==> src/rtl/controle_sprites.sv <==
// Sprite-position controller: cursor moves, robot stepping, trash collection.
// Ports: Clock/Reset, v_sync (active-low), 5 buttons, packed sprite buses out.
// Outputs: ColunasSprites/LinhasSprites, Atualizado pulse, Ocupado busy flag.
module controle_sprites #(
  parameter int unsigned MOVE_FRAMES = 4,
  parameter logic [8:0] PRETA_INI  = {5'd19, 4'd4},
  parameter logic [8:0] LIXO1_INI  = {5'd4, 4'd5},
  parameter logic [8:0] LIXO2_INI  = {5'd16, 4'd6},
  parameter logic [8:0] LIXO3_INI  = {5'd18, 4'd4},
  parameter logic [8:0] ROBO_INI   = {5'd0, 4'd0},
  parameter logic [8:0] CURSOR_INI = {5'd0, 4'd0}
) (
  input  logic        Clock,
  input  logic        Reset,
  input  logic        v_sync,
  input  logic        Cima,
  input  logic        Baixo,
  input  logic        Esquerda,
  input  logic        Direita,
  input  logic        Confirma,
  output logic [29:0] ColunasSprites,
  output logic [23:0] LinhasSprites,
  output logic        Atualizado,
  output logic        Ocupado
);

  typedef enum logic [1:0] {
    IDLE,
    MOVE,
    BLOQ
  } st_t;

  localparam logic [3:0] LAST   = 4'(MOVE_FRAMES - 1);
  localparam logic [8:0] PARKED = {5'h1F, 4'hF};
  localparam logic [4:0] COL_MAX = 5'd19;
  localparam logic [3:0] LIN_MAX = 4'd14;

  // Button vector order: {Cima, Baixo, Esquerda, Direita, Confirma}
  logic [4:0] btn_i;
  assign btn_i = {Cima, Baixo, Esquerda, Direita, Confirma};

  logic [4:0] s1_q, s2_q, s3_q, edge_q, pend_q;
  logic       vs1_q, vs2_q, vs3_q, tick_q;

  logic [8:0] cur_q, cur_d;
  logic [8:0] rob_q, rob_d;
  logic [8:0] tgt_q, tgt_d;
  logic [8:0] lx1_q, lx1_d;
  logic [8:0] lx2_q, lx2_d;
  logic [8:0] lx3_q, lx3_d;
  logic [8:0] cand;
  logic [3:0] cnt_q, cnt_d;
  st_t        st_q, st_d;
  logic       step;
  logic       upd_q, ocup_q;

  logic pu, pd, pl, pr, pc;
  assign {pu, pd, pl, pr, pc} = pend_q;

  // Synchronizers and edge detectors; v_sync idles high.
  always_ff @(posedge Clock or posedge Reset) begin
    if (Reset) begin
      s1_q   <= '0;
      s2_q   <= '0;
      s3_q   <= '0;
      edge_q <= '0;
      pend_q <= '0;
      vs1_q  <= 1'b1;
      vs2_q  <= 1'b1;
      vs3_q  <= 1'b1;
      tick_q <= 1'b0;
    end else begin
      s1_q   <= btn_i;
      s2_q   <= s1_q;
      s3_q   <= s2_q;
      edge_q <= s2_q & ~s3_q;
      vs1_q  <= v_sync;
      vs2_q  <= vs1_q;
      vs3_q  <= vs2_q;
      tick_q <= vs3_q & ~vs2_q;
      // An edge landing with the tick belongs to the next frame.
      if (tick_q) pend_q <= edge_q;
      else        pend_q <= pend_q | edge_q;
    end
  end

  always_comb begin
    cur_d = cur_q;
    tgt_d = tgt_q;
    rob_d = rob_q;
    lx1_d = lx1_q;
    lx2_d = lx2_q;
    lx3_d = lx3_q;
    st_d  = st_q;
    cnt_d = cnt_q;
    step  = 1'b0;
    cand  = rob_q;
    if (tick_q) begin
      // Cursor: opposite directions cancel per axis.
      if (pl && !pr && cur_q[8:4] != 5'd0)
        cur_d[8:4] = cur_q[8:4] - 5'd1;
      else if (pr && !pl && cur_q[8:4] != COL_MAX)
        cur_d[8:4] = cur_q[8:4] + 5'd1;
      if (pu && !pd && cur_q[3:0] != 4'd0)
        cur_d[3:0] = cur_q[3:0] - 4'd1;
      else if (pd && !pu && cur_q[3:0] != LIN_MAX)
        cur_d[3:0] = cur_q[3:0] + 4'd1;

      if (pc) begin
        tgt_d = cur_d;
        if (st_q != MOVE) begin
          st_d  = MOVE;
          cnt_d = 4'd0;
        end
      end

      if (st_d == MOVE) begin
        if (cnt_d == LAST) begin
          cnt_d = 4'd0;
          step  = 1'b1;
        end else begin
          cnt_d = cnt_d + 4'd1;
        end
      end

      if (step) begin
        // Column first, line only once columns agree.
        if (rob_q[8:4] < tgt_d[8:4])
          cand[8:4] = rob_q[8:4] + 5'd1;
        else if (rob_q[8:4] > tgt_d[8:4])
          cand[8:4] = rob_q[8:4] - 5'd1;
        else if (rob_q[3:0] < tgt_d[3:0])
          cand[3:0] = rob_q[3:0] + 4'd1;
        else if (rob_q[3:0] > tgt_d[3:0])
          cand[3:0] = rob_q[3:0] - 4'd1;

        if (rob_q == tgt_d) begin
          st_d = IDLE;
        end else if (cand == PRETA_INI) begin
          st_d = BLOQ;
        end else begin
          rob_d = cand;
          if (cand == tgt_d) st_d = IDLE;
        end

        if (lx1_q != PARKED && rob_d == lx1_q) lx1_d = PARKED;
        if (lx2_q != PARKED && rob_d == lx2_q) lx2_d = PARKED;
        if (lx3_q != PARKED && rob_d == lx3_q) lx3_d = PARKED;
      end
    end
  end

  always_ff @(posedge Clock or posedge Reset) begin
    if (Reset) begin
      cur_q  <= CURSOR_INI;
      rob_q  <= ROBO_INI;
      tgt_q  <= ROBO_INI;
      lx1_q  <= LIXO1_INI;
      lx2_q  <= LIXO2_INI;
      lx3_q  <= LIXO3_INI;
      cnt_q  <= 4'd0;
      st_q   <= IDLE;
      upd_q  <= 1'b0;
      ocup_q <= 1'b0;
    end else begin
      cur_q  <= cur_d;
      rob_q  <= rob_d;
      tgt_q  <= tgt_d;
      lx1_q  <= lx1_d;
      lx2_q  <= lx2_d;
      lx3_q  <= lx3_d;
      cnt_q  <= cnt_d;
      st_q   <= st_d;
      upd_q  <= tick_q;
      ocup_q <= (st_d != IDLE);
    end
  end

  assign ColunasSprites = {PRETA_INI[8:4], lx1_q[8:4], lx2_q[8:4],
                           lx3_q[8:4], rob_q[8:4], cur_q[8:4]};
  assign LinhasSprites  = {PRETA_INI[3:0], lx1_q[3:0], lx2_q[3:0],
                           lx3_q[3:0], rob_q[3:0], cur_q[3:0]};
  assign Atualizado = upd_q;
  assign Ocupado    = ocup_q;

endmodule

==> config.mk <==
export PLATFORM = sky130hd
export DESIGN_NAME = controle_sprites
export DESIGN_NICKNAME = d
export VERILOG_FILES = /design/src/rtl/controle_sprites.sv
export SDC_FILE = /design/constraint.sdc
export NUM_CORES = 1
export LEC_CHECK = 0
export CAP_MARGIN = 20
export CORE_MARGIN = 3
export CORE_UTILIZATION = 56
export CTS_BUF_LIST = sky130_fd_sc_hd__clkbuf_8
export DETAILED_ROUTE_END_ITERATION = 7
export PLACE_DENSITY = 0.93
export SLEW_MARGIN = 20
export SYNTH_ARGS = -nofsm -noshare
export SYNTH_HDL_FRONTEND = slang
export SYNTH_SLANG_ARGS = --single-unit
==> constraint.sdc <==
create_clock -name Clock -period 6.4 [get_ports Clock]
set_clock_uncertainty 0.2 [all_clocks]
set_input_delay 0.96 -clock Clock [delete_from_list [all_inputs] [get_ports Clock]]
set_output_delay 0.96 -clock Clock [all_outputs]
set_load 0.01 [all_outputs]
==> run summary, run 1 <==
Status - completed
Die Ht - 92.9 µm
Post-Route WL - 9.66 mm
Fraction of the yosys area taken by sequential cells - 39.8%
Avg Inst Size Synth - 9.61 µm²
Critical Path RT - 6.44 ns
CTS resizes - 0
Synth Register Bits - 67
Netlist cell types - 64
Die X - 92.9 µm
Cts hold-fix bufs - 0
Diode count - 0
Reg2reg start - cur_q[0]$_DFFE_PP0P_
CTS tree - built
PortBufs - 45
# setup viols final - 0
Remaining DRCs - 0
IO Pins - 64
Post-Synthesis Cells - 440
Clock network fraction of design power - 18.7%
Post-DRT Antenna Nets - 0
Clock Sinks - 67
Initial Utilization - 58.0%
RSZ-0062 raised after global routing - no
Synth area leader - dfrtp_1
H-tree depth - 3
Top cells by area, synth - dfrtp_1 (38%), ha_1 (6.2%), buf_4 (5.9%)
CP cell instances - inv_1, ha_1, or3b_2, nand3_1, a22oi_1, xor2_1, mux2i_1, ha_1, nand4_1, nor2_1, a211oi_4, or4b_1, o311ai_2, nand4_4, a2111oi_2, o21bai_1, o41ai_1
Warnings from Yosys - 0
Compound-cell area share of the yosys netlist - 16.8%
Critical Path Start Type - register
Commonest non-fill, non-tap cells in the layout - dfrtp_1 (64), clkdlybuf4s50_1 (45), nand2_1 (28), nor2_1 (28), ha_1 (21)
Hold Vio Cnt, Final - 0
PnR Total Power - 2.14 mW
Vias per cell - 5.89
Share of layout cells above drive strength 1 - 8.88%
Max incr delay on CP - 0.52 ns
First-pass GRT wire length - 15.8 mm
Logic pwr share - 50.7%
Fin cells - 572
Largest family of logic cells by synthesized area - simple AND/OR/NAND/NOR gates
Starting DRT DRC Count - 269
Total internal power - 1.22 mW
Critical Path Start - cur_q[0]$_DFFE_PP0P_
Clk_lat worst skew - 0.35 ns
Max-cap viol count - 0
Post-synth top area share - 37.9%
Clk slew on worst S/H paths - 0.08 ns
CP max-delay cell - or4b_1
Fmax - 187 MHz
Post-CTS Setup Repair Bufs - 0
Site row count - 31
Sw power - 0.927 mW
GP Congestion - 0.935
Fillers - 557
Nature of the critical path endpoint - register
Worst Path Buf+Inv - 1
Relative slew slack - 42.9%
Max Fanout on Critical Path - 9
Number of enable flip-flop cells after synthesis - 0
GRT Residual Overflow - 0
Pwr dens - 446 nW/µm²
Worst Max-Slew Pin Slew - 0.850 ns
Final Slew Violations - 0
Most common cell after layout, fill and taps aside - dfrtp_1
TritonCTS Buffers - 9
Switching Share - 43.3%
Leak - 2.05 nW
Mapped cell area - 4230 µm²
Largest net degree at the start of global routing - 68
Setup CP Type - reg2reg
Clk buf depth - 2
Tcrit/Tclk final - 83.6%
First drt pass iteration count - 5
Sequential Power Share - 30.6%
Worst hold path type - reg2reg
Die area - 8630 µm²
Area grow syn2layout - 13.6%
Post-synthesis xor/xnor area fraction - 5.39%
Dpl cells - 556
Initial antenna violation count - 0
Main synth FF type - dfrtp_1
Final setup TNS - 0 ns
Crit-path most repeated cell - ha_1
Post-route minimum period - 5.35 ns
Post-synthesis mux area share - 5.57%
Family with the most delay on the worst path - simple AND/OR/NAND/NOR gates
Post-Synth Simple-Gate Area - 17.6%
Core area - 7290 µm²
Synth async-reset ratio - 100%
Wire per inst - 16.9 µm
Vias in the first global route - 3,256
Post-Synth Adder-Cell Area - 6.22%
GRT Util Overall - 22.8%
Worst hold start - s1_q[1]$_DFF_PP0_
WP data arrival - 5.39 ns
Post-DP HPWL - 6.96 mm
Total number of vias - 3,369
Total Nets Final - 497
CTS root buffer - clkbuf_8
Maximum vdd ir drop - 0.000260 V
cells by family after synthesis:
logic type               count (synthesis)
AND/OR/NAND/NOR                        141
AO/OA/AOI/OAI                           98
flip-flops                              67
buffers and inverters                   63
XOR/XNOR                                26
multiplexers                            22
adder cells (fa/ha/maj)                 21
other                                    2
per-layer routing:
layer	vias to the layer above	global-route usage, %	part of all wire, %
li1	1587	-	-
met1	1631	29.3	43
met2	121	36.9	49
met3	30	4.55	5.6
met4	0	10.4	2.2
met5	-	0	0
Yosys cell counts (5+ instances only):
cell type	count
a211oi_1	7
a21o_1	13
a21oi_1	19
a31oi_1	5
and2_1	9
buf_4	33
clkbuf_1	10
dfrtp_1	64
ha_1	21
inv_1	17
mux2_2	12
mux2i_1	10
nand2_1	28
nand2b_1	5
nand3_1	20
nand4_1	6
nor2_1	28
nor2b_1	10
nor3_1	11
o21ai_0	11
o22ai_1	7
xnor2_1	18
xor2_1	8
stage by stage:
step | util [%] | hold WS, ns | worst slack, ns | cell area [µm²]
2_1_floorplan | - | 0.131 | 1.62 | 4290
3_3_place_gp | 62.7 | 0.136 | 1.35 | 4580
3_5_place_dp | 62.7 | 0.137 | 1.15 | 4580
4_1_cts | 65.9 | 0.156 | 1.03 | 4800
5_1_grt | 65.9 | 0.156 | 0.596 | 4800
6_report | 65.9 | 0.153 | 1.05 | 4800
sequential cells by signal, summed over array words and instances, names as in the netlist:
signal      count
lx1_q           1
vs1_q           1
rob_q           9
tgt_q           9
edge_q          5
s1_q            5
lx2_q           1
pend_q          5
s3_q            5
tick_q          1
cur_q           9
Ocupado         1
st_q            2
vs3_q           1
cnt_q           4
s2_q            5
Atualizado      1
lx3_q           1
vs2_q           1
final cells by class:
| cell class | count | area (µm²) | share of cell area [%] |
|---|---|---|---|
| Multi-Input combinational cell | 326 | 2250 | 46.8 |
| Sequential cell | 67 | 1680 | 35.0 |
| Timing Repair Buffer | 46 | 458 | 9.54 |
| Clock buffer | 10 | 138 | 2.87 |
| Tap cell | 99 | 124 | 2.58 |
| Clock inverter | 6 | 88.8 | 1.85 |
| Inverter | 18 | 67.6 | 1.41 |
final timing paths:
check | to | slack (ns) | depth (start not counted)
min in group asynchronous | st_q[1]$_DFF_PP0_ | 0.96 | 3
max reg2reg | lx3_q[0]$_DFFE_PP0P_ | 1.05 | 17
min reg2reg | s2_q[1]$_DFF_PP0_ | 0.15 | 0
max | lx3_q[0]$_DFFE_PP0P_ | 1.05 | 17
min | s2_q[1]$_DFF_PP0_ | 0.15 | 0
max in group asynchronous | tgt_q[1]$_DFFE_PP0P_ | 4.49 | 3
power groups by stage:
stage / registers, mW / logic (mW) / clock network (mW)
6_report: 0.655 / 1.09 / 0.401
5_1_grt: 0.673 / 1.18 / 0.423
4_1_cts: 0.651 / 1.07 / 0.404
3_5_place_dp: 0.659 / 1.05 / 0
3_3_place_gp: 0.649 / 1.00 / 0
2_1_floorplan: 0.621 / 0.783 / 0
(Power assumes the default switching activity.)
==> run 2: changes to the inputs <==
--- a/config.mk
+++ b/config.mk
@@ -7,10 +7,10 @@
 export LEC_CHECK = 0
 export CAP_MARGIN = 20
 export CORE_MARGIN = 3
-export CORE_UTILIZATION = 56
+export CORE_UTILIZATION = 51
 export CTS_BUF_LIST = sky130_fd_sc_hd__clkbuf_8
 export DETAILED_ROUTE_END_ITERATION = 7
-export PLACE_DENSITY = 0.93
+export PLACE_DENSITY = 0.9
 export SLEW_MARGIN = 20
 export SYNTH_ARGS = -nofsm -noshare
 export SYNTH_HDL_FRONTEND = slang
==> constraint.sdc (replaced) <==
create_clock -name Clock -period 4.64 [get_ports Clock]
set_clock_uncertainty 0.2 [all_clocks]
set_input_delay 0.696 -clock Clock [delete_from_list [all_inputs] [get_ports Clock]]
set_output_delay 0.696 -clock Clock [all_outputs]
set_load 0.01 [all_outputs]
==> run 2 against run 1 <==
- the run now ends with setup timing left
- worst setup slack got worse by 1.3 ns
- sequential power rose by 43%
- largest power group unchanged
- critical path type unchanged
- highest routed layer unchanged
- first-iteration DRC count rose by 57%
- critical path depth did not move
==> run summary, run 2 (synthesized netlist as in run 1, its figures left out) <==
GRT Residual Overflow - 0
Violated checks - setup timing
Fmax - 203 MHz
Clock Sinks - 67
First drt pass iteration count - 7
Total Nets Final - 548
Vias per cell - 6.35
GRT Util Overall - 26.1%
Share of layout cells above drive strength 1 - 29.6%
Switching Share - 44.9%
Tcrit/Tclk final - 106%
CTS root buffer - clkbuf_8
Largest registers - cur_q: 9 flops, rob_q: 9 flops, tgt_q: 9 flops
Die area - 9420 µm²
Clock network fraction of design power - 14.5%
GP Congestion - 0.951
Total number of vias - 3,972
Setup CP Type - reg2reg
Final setup TNS - -1.82 ns
Relative slew slack - 38.1%
Crit-path most repeated cell - ha_4
Post-route minimum period - 4.93 ns
Worst Max-Slew Pin Slew - 0.927 ns
Cts hold-fix bufs - 0
Total internal power - 2.13 mW
PortBufs - 45
Max-cap viol count - 0
Critical Path Start - cur_q[5]$_DFFE_PP0P_
TritonCTS Buffers - 9
Logic pwr share - 61.2%
Post-DRT Antenna Nets - 0
CP cell instances - buf_4, ha_4, nor4bb_4, nor2_2, a22o_1, xor2_2, mux2i_4, ha_4, and3_1, nand2_4, a211oi_4, or4b_4, o311ai_4, nand4_4, and2_4, o31a_1, o41ai_2
Maximum vdd ir drop - 0.000350 V
Clk_lat worst skew - 0.36 ns
# setup viols final - 12
Hold Vio Cnt, Final - 0
Sequential Power Share - 24.3%
Pwr dens - 686 nW/µm²
Status - complete, but fails checks
Wire per inst - 21.6 µm
Site row count - 32
WP data arrival - 4.97 ns
IO Pins - 64
Core area - 7890 µm²
Critical Path RT - 4.68 ns
Clk buf depth - 2
Max Fanout on Critical Path - 6
CP max-delay cell - or4b_4
Die Ht - 97.0 µm
Worst setup margin - -0.287 ns
RSZ-0062 raised after global routing - yes
Most common cell after layout, fill and taps aside - dfrtp_1
Post-DP HPWL - 7.52 mm
Die X - 97.0 µm
Commonest non-fill, non-tap cells in the layout - dfrtp_1 (62), buf_4 (49), clkdlybuf4s50_1 (45)
Max incr delay on CP - 0.51 ns
Diode count - 0
Leak - 2.38 nW
Starting DRT DRC Count - 421
Area grow syn2layout - 33.2%
Vias in the first global route - 3,828
CTS tree - built
Clk slew on worst S/H paths - 0.08 ns
Initial Utilization - 53.6%
Reg2reg start - cur_q[5]$_DFFE_PP0P_
Nature of the critical path endpoint - register
H-tree depth - 3
Worst hold start - s1_q[0]$_DFF_PP0_
Initial antenna violation count - 0
Fin cells - 626
Post-Route WL - 13.5 mm
Largest net degree at the start of global routing - 46
Sw power - 1.73 mW
Worst hold path type - reg2reg
Remaining DRCs - 0
Final Slew Violations - 0
First-pass GRT wire length - 19.7 mm
Dpl cells - 580
Critical Path Start Type - register
[run 2: cell count changes in the layout (fill, tap and decap cells not counted), sizes merged]
cell,before,now
clkbuf,10,9
clkinv,1,2
clkinvlp,1,0
buf,1,52
inv,20,21
[run 2: metal layers]
metal	track usage [%]	vias to the layer above	part of all wire, %
li1	-	1679	-
met1	31.3	1894	36
met2	44.6	296	49
met3	5.19	103	8.3
met4	13.0	0	6.3
met5	0	-	0
[run 2: power groups by stage]
stage	Sequential, mW	Clock (mW)	Combinational [mW]
floorplan	0.861	0	1.09
global placement	0.878	0	1.53
detailed placement	0.893	0	1.61
CTS	0.904	0.554	1.86
global route	0.950	0.588	2.48
finish	0.938	0.558	2.36
[run 2: critical path, delay by kind of cell (launching register included)]
family,cells,cell delay [ns]
fa+ha+maj,2,0.51
compound gates,5,1.31
simple gates,7,1.70
mux,1,0.15
xor+xnor,1,0.31
flops,1,0.44
buf+inv,1,0.18
[run 2: final timing paths]
kind	to	slack [ns]	cells past startpoint
worst max-delay path	lx3_q[0]$_DFFE_PP0P_	-0.29	17
min in group asynchronous	rob_q[8]$_DFFE_PP0P_	0.66	2
worst max register to register	lx3_q[0]$_DFFE_PP0P_	-0.29	17
worst min register to register	s2_q[0]$_DFF_PP0_	0.15	0
max in group asynchronous	cur_q[1]$_DFFE_PP0P_	2.70	3
worst min-delay path	s2_q[0]$_DFF_PP0_	0.15	0
[run 2: timing repair]
action,in CTS,in global routing
pin swaps,18,22
gates resized for setup,33,48
setup endpoints to repair,12,15
setup buffers,17,13
gates cloned,0,0
endpoints found under the hold margin,0,0
[run 2: layout make-up]
type | count | area, µm²
fillers | 473 | 2260
clock inverters | 7 | 96.3
repair buffers | 97 | 852
multi-input cells | 326 | 2680
inverters | 18 | 70.1
flip-flops and latches | 67 | 1680
well taps | 102 | 128
clock buffers | 9 | 124
[run 2: stage by stage]
stage	hold WS (ns)	area (µm²)	util, %	power, mW	setup WS, ns
CTS	0.154	5280	66.9	3.32	0.0104
detailed placement	0.137	4760	60.4	2.50	-0.277
global placement	0.132	4760	60.4	2.41	-0.0361
floorplan	0.131	4310	-	1.95	0.0220
global route	0.161	5630	71.4	4.01	-0.377
finish	0.153	5630	71.4	3.86	-0.287
